===== src/rtl/operand_select_pipe.sv =====
// Registered operand selector: one of NUM_IN data inputs or a constant-bank entry, one cycle later, valid/ready.
// Optional feature macro: OPSEL_CONST_WRITE_EN makes the constant bank runtime-writable.
module operand_select_pipe #(
    parameter int WIDTH     = 17,
    parameter int NUM_IN    = 2,
    parameter int NUM_CONST = 3,
    parameter int SEL_W     = 4,
    parameter logic [NUM_CONST*WIDTH-1:0] CONST_INIT = {17'd97, 17'd96, 17'd1}
) (
    input  logic                    Clock,
    input  logic                    ResetN,
    input  logic [NUM_IN*WIDTH-1:0] InputBus,
    input  logic [SEL_W-1:0]        Selection,
    input  logic                    InValid,
    output logic                    InReady,
    output logic [WIDTH-1:0]        Output,
    output logic                    OutValid,
    input  logic                    OutReady,
    output logic                    OutError,
    output logic [7:0]              ErrCount,
    input  logic                    ConstWrEn,
    input  logic [SEL_W-1:0]        ConstWrAddr,
    input  logic [WIDTH-1:0]        ConstWrData
);

    logic [WIDTH-1:0] bank [NUM_CONST];
    logic [WIDTH-1:0] selData;
    logic             selHit;
    logic             accept;

    assign InReady = !OutValid || OutReady;
    assign accept  = InValid && InReady;

`ifdef OPSEL_CONST_WRITE_EN
    // Writes land at the edge, so an accept in the same cycle still decodes the old entry.
    always_ff @(posedge Clock) begin
        if (!ResetN) begin
            for (int k = 0; k < NUM_CONST; k++) begin
                bank[k] <= CONST_INIT[k*WIDTH +: WIDTH];
            end
        end else if (ConstWrEn) begin
            for (int k = 0; k < NUM_CONST; k++) begin
                if (32'(ConstWrAddr) == k) begin
                    bank[k] <= ConstWrData;
                end
            end
        end
    end
`else
    logic unusedConstWr;
    assign unusedConstWr = ^{ConstWrEn, ConstWrAddr, ConstWrData};

    always_comb begin
        for (int k = 0; k < NUM_CONST; k++) begin
            bank[k] = CONST_INIT[k*WIDTH +: WIDTH];
        end
    end
`endif

    // Codes beyond the data inputs index the constant bank; anything past that is out of range.
    always_comb begin
        selData = '0;
        selHit  = 1'b0;
        for (int i = 0; i < NUM_IN; i++) begin
            if (32'(Selection) == i) begin
                selData = InputBus[i*WIDTH +: WIDTH];
                selHit  = 1'b1;
            end
        end
        for (int k = 0; k < NUM_CONST; k++) begin
            if (32'(Selection) == NUM_IN + k) begin
                selData = bank[k];
                selHit  = 1'b1;
            end
        end
    end

    always_ff @(posedge Clock) begin
        if (!ResetN) begin
            Output   <= '0;
            OutValid <= 1'b0;
            OutError <= 1'b0;
            ErrCount <= '0;
        end else begin
            if (accept) begin
                OutValid <= 1'b1;
                if (selHit) begin
                    Output   <= selData;
                    OutError <= 1'b0;
                end else begin
                    OutError <= 1'b1;
                    if (ErrCount != 8'hFF) begin
                        ErrCount <= ErrCount + 8'd1;
                    end
                end
            end else if (OutReady) begin
                OutValid <= 1'b0;
            end
        end
    end

endmodule


===== config.mk =====
export PLATFORM = sky130hd
export DESIGN_NAME = operand_select_pipe
export DESIGN_NICKNAME = d
export VERILOG_FILES = /design/src/rtl/operand_select_pipe.sv
export SDC_FILE = /design/constraint.sdc
export NUM_CORES = 1
export LEC_CHECK = 0
export CORE_UTILIZATION = 35
export DETAILED_ROUTE_END_ITERATION = 10
export GPL_ROUTABILITY_DRIVEN = 0
export PLACE_DENSITY = 0.79
export SLEW_MARGIN = 20
export SYNTH_ARGS = -nofsm -noshare
export SYNTH_HDL_FRONTEND = slang
export SYNTH_SLANG_ARGS = --single-unit

===== constraint.sdc =====
create_clock -name Clock -period 4 [get_ports Clock]
set_input_delay 1.2 -clock Clock [delete_from_list [all_inputs] [get_ports Clock]]
set_output_delay 1.2 -clock Clock [all_outputs]
set_load 0.01 [all_outputs]

==> flow_summary_export.csv <==
group,metric,value,unit
outcome,run_status,"complete, no violations",
setup_path,start_kind,"input pin",
cts,clkLatencyLatePin,260,ps
synth,ys.warnings.count,0,
cts,htree_levels,1,
setup_path,crit-reg2reg-launch,"OutValid",
floorplanning,initial_core_util,36.8,%
floorplanning,die_area,4160,sq um
floorplanning,ios,92,
worst_hold_path,hold_end,"Output[16]",
routing,vias,1229,
finish,nNetsFinal,263,
sta,fin_tns_setup,0,ps
routing,drcViolationCount,0,
cts,cts_buffers,3,
place,pre_cts_slack,336,ps
cts,postCtsSetupRepairBufs,0,
synth,synth_edf_count,0,
floorplanning,dieHeight,64.5,um
global_route,grt_start_max_net_pins,21,
global_route,overflow,0,
pwr,power,0.548,mW
sta,period_minus_slack,3670,ps
sta,maxSlewViolCount,0,
synth,syn_area,1370,sq um
finish,area_growth,55.9,%
routing,drt-total-wl,3390,um
floorplanning,die_w,64.5,um
floorplanning,design.core.area,3720,sq um
cts,clk_pin_slew,90,ps
cts,root_buffer,"clkbuf_8",
synth,ys_seq_area_share,39.5,%
place,io_buffer_count,69,
pwr,powerDensity,257,nW/um^2
setup_path,arrival,2470,ps
routing,viasPerCell,5.02,
worst_hold_path,worstHoldPathCells,1,
global_route,grt_pass1_vias,1223,
global_route,antenna_found_initial,0,
finish,finalCoreUtilization,57.4,%
worst_hold_path,worstHoldStart,"Output[16]",
synth,synth_cells,130,
floorplanning,fp-row-count,22,
synth,yosysUniqueCellTypes,35,
finish,antenna_cells,0,
synth,synth_ff_type,"dfxtp_1",
sta,grt_setup_unrepaired,"no",
setup_path,rrSetupSlack,2390,ps
sta,setup_viol,0,
setup_path,reg2reg_to,"OutError",
synth,synth_area_per_cell,10.5,sq um
sta,worst_pin_slew,818,ps
setup_path,cp_max_fo,7,
setup_path,reg2regPathDepth,4,
cts,tritoncts,"built",
synth,synth-seq-cells,27,
place,detailed_place_hpwl,2570,um
routing,wire_per_inst,13.8,um
cts,cts.sinks,27,
cts,cts-hold-fix-buffers,0,
sta,slew_headroom,45.2,%
sta,hold_viol_final,0,
synth,async_flop_share,0,%
setup_path,end_kind,"output pin",
setup_path,crit_required,2800,ps
sta,timing.final.crit_share,91.7,%
global_route,grt_pass1_wl,5640,um
cts,cts_buffer_depth,2,
finish,drive_gt1_share,12.2,%
run,max-cap-violations,0,
pwr,leakage,0.764,nW
cts,cts-resized-gates,0,
synth,syn-num-nets,195,
routing,initialDrtViolationCount,102,
pwr,peakVddDrop,0.112,mV
routing,ant_nets,0,
routing,first_pass_iters,4,
setup_path,critPathKind,"input pin to output pin",
worst_hold_path,worstHoldPathType,"flip-flop to flip-flop",
sta,finClkSkew,4.40,ps
sta,fin_ws,334,ps
sta,clock.fmax,273,MHz
finish,fill_cells,334,
global_route,grt_usage,17.0,%
[sequential cells by signal, summed over array words and instances, names as in the netlist]
register	count
Output	17
ErrCount	8
OutValid	1
OutError	1
[worst max path at each step]
stage	from	to	slack, ps	cells after the start
final	OutReady	InReady	330	3
after global routing	OutReady	InReady	270	3
after CTS	OutReady	InReady	330	3
after detailed placement	OutReady	InReady	340	3
after global placement	OutReady	InReady	370	3
after floorplan	OutReady	InReady	1340	2
[placed cells by master (no fill, tap or decap), types with 2 or more instances in the layout]
cell type and instances:
clkdlybuf4s50_1 69, dfxtp_1 27, mux2i_1 19, nand2_1 12, o2bb2ai_2 10, nand2b_1 5, nor3_1 4, nor2_1 4
o21ai_0 4, o2bb2ai_1 4, inv_1 3, nand4_1 3, a21oi_1 3, clkbuf_8 3, buf_4 3, nand3_1 2
o221a_2 2, or3_1 2, a21boi_1 2
[through the flow]
stage	std cells	hold slack [ps]	instance area, sq um
5_1_grt	245	491	2130
2_1_floorplan	130	490	1370
3_5_place_dp	241	452	2090
4_1_cts	245	480	2130
3_3_place_gp	241	452	2090
6_report	245	478	2130
[kinds of logic (layout without fill, tap and decap cells)]
group,count (synthesis),count (layout),synth area share (%)
simple gates,37,37,16.0
buf+inv,12,79,4.76
compound gates,33,33,24.1
mux,20,20,14.7
fa+ha+maj,1,1,0.915
flops,27,27,39.5
[power by group]
| group | switching (mW) | internal [mW] |
|---|---|---|
| combinational | 0.0437 | 0.0696 |
| sequential | 0.00595 | 0.276 |
| clock | 0.0809 | 0.0712 |
[cell usage after synthesis (all sizes together), types with 2 or more instances]
master / count / share of area, %
inv: 3 / 0.82
nand4: 3 / 1.4
o221a: 2 / 1.6
nand2b: 5 / 2.3
a21boi: 3 / 1.6
or3: 2 / 0.91
clkbuf: 2 / 0.55
mux2i: 19 / 14
o21ai: 4 / 1.5
nor2b: 2 / 1.1
nand3: 2 / 0.73
buf: 7 / 3.4
nor2: 4 / 1.1
o2bb2ai: 14 / 14
nand2: 12 / 3.3
nor4b: 2 / 2.8
a21oi: 3 / 1.1
dfxtp: 27 / 40
nor3: 4 / 1.5
[critical path, stage by stage]
cell	delay, ps
clkdlybuf4s50_1	450
nand2b_1	230
clkdlybuf4s50_1	590
[cell type report]
class | count | area, sq um | area share, %
multi-input combinational | 91 | 762 | 35.7
tap | 48 | 60.1 | 2.82
inverter | 3 | 11.3 | 0.528
sequential | 27 | 541 | 25.4
timing repair buffer | 72 | 713 | 33.5
clock buffer | 4 | 45.0 | 2.11
[per-layer routing]
layer,vias up,part of all wire [%],GRT usage (%)
met4,0,0.24,3.61
li1,615,-,-
met3,2,6.2,4.05
met5,-,0,0
met1,569,41,20.3
met2,43,52,30.8
Note: power is estimated with default switching activity, not from simulation.
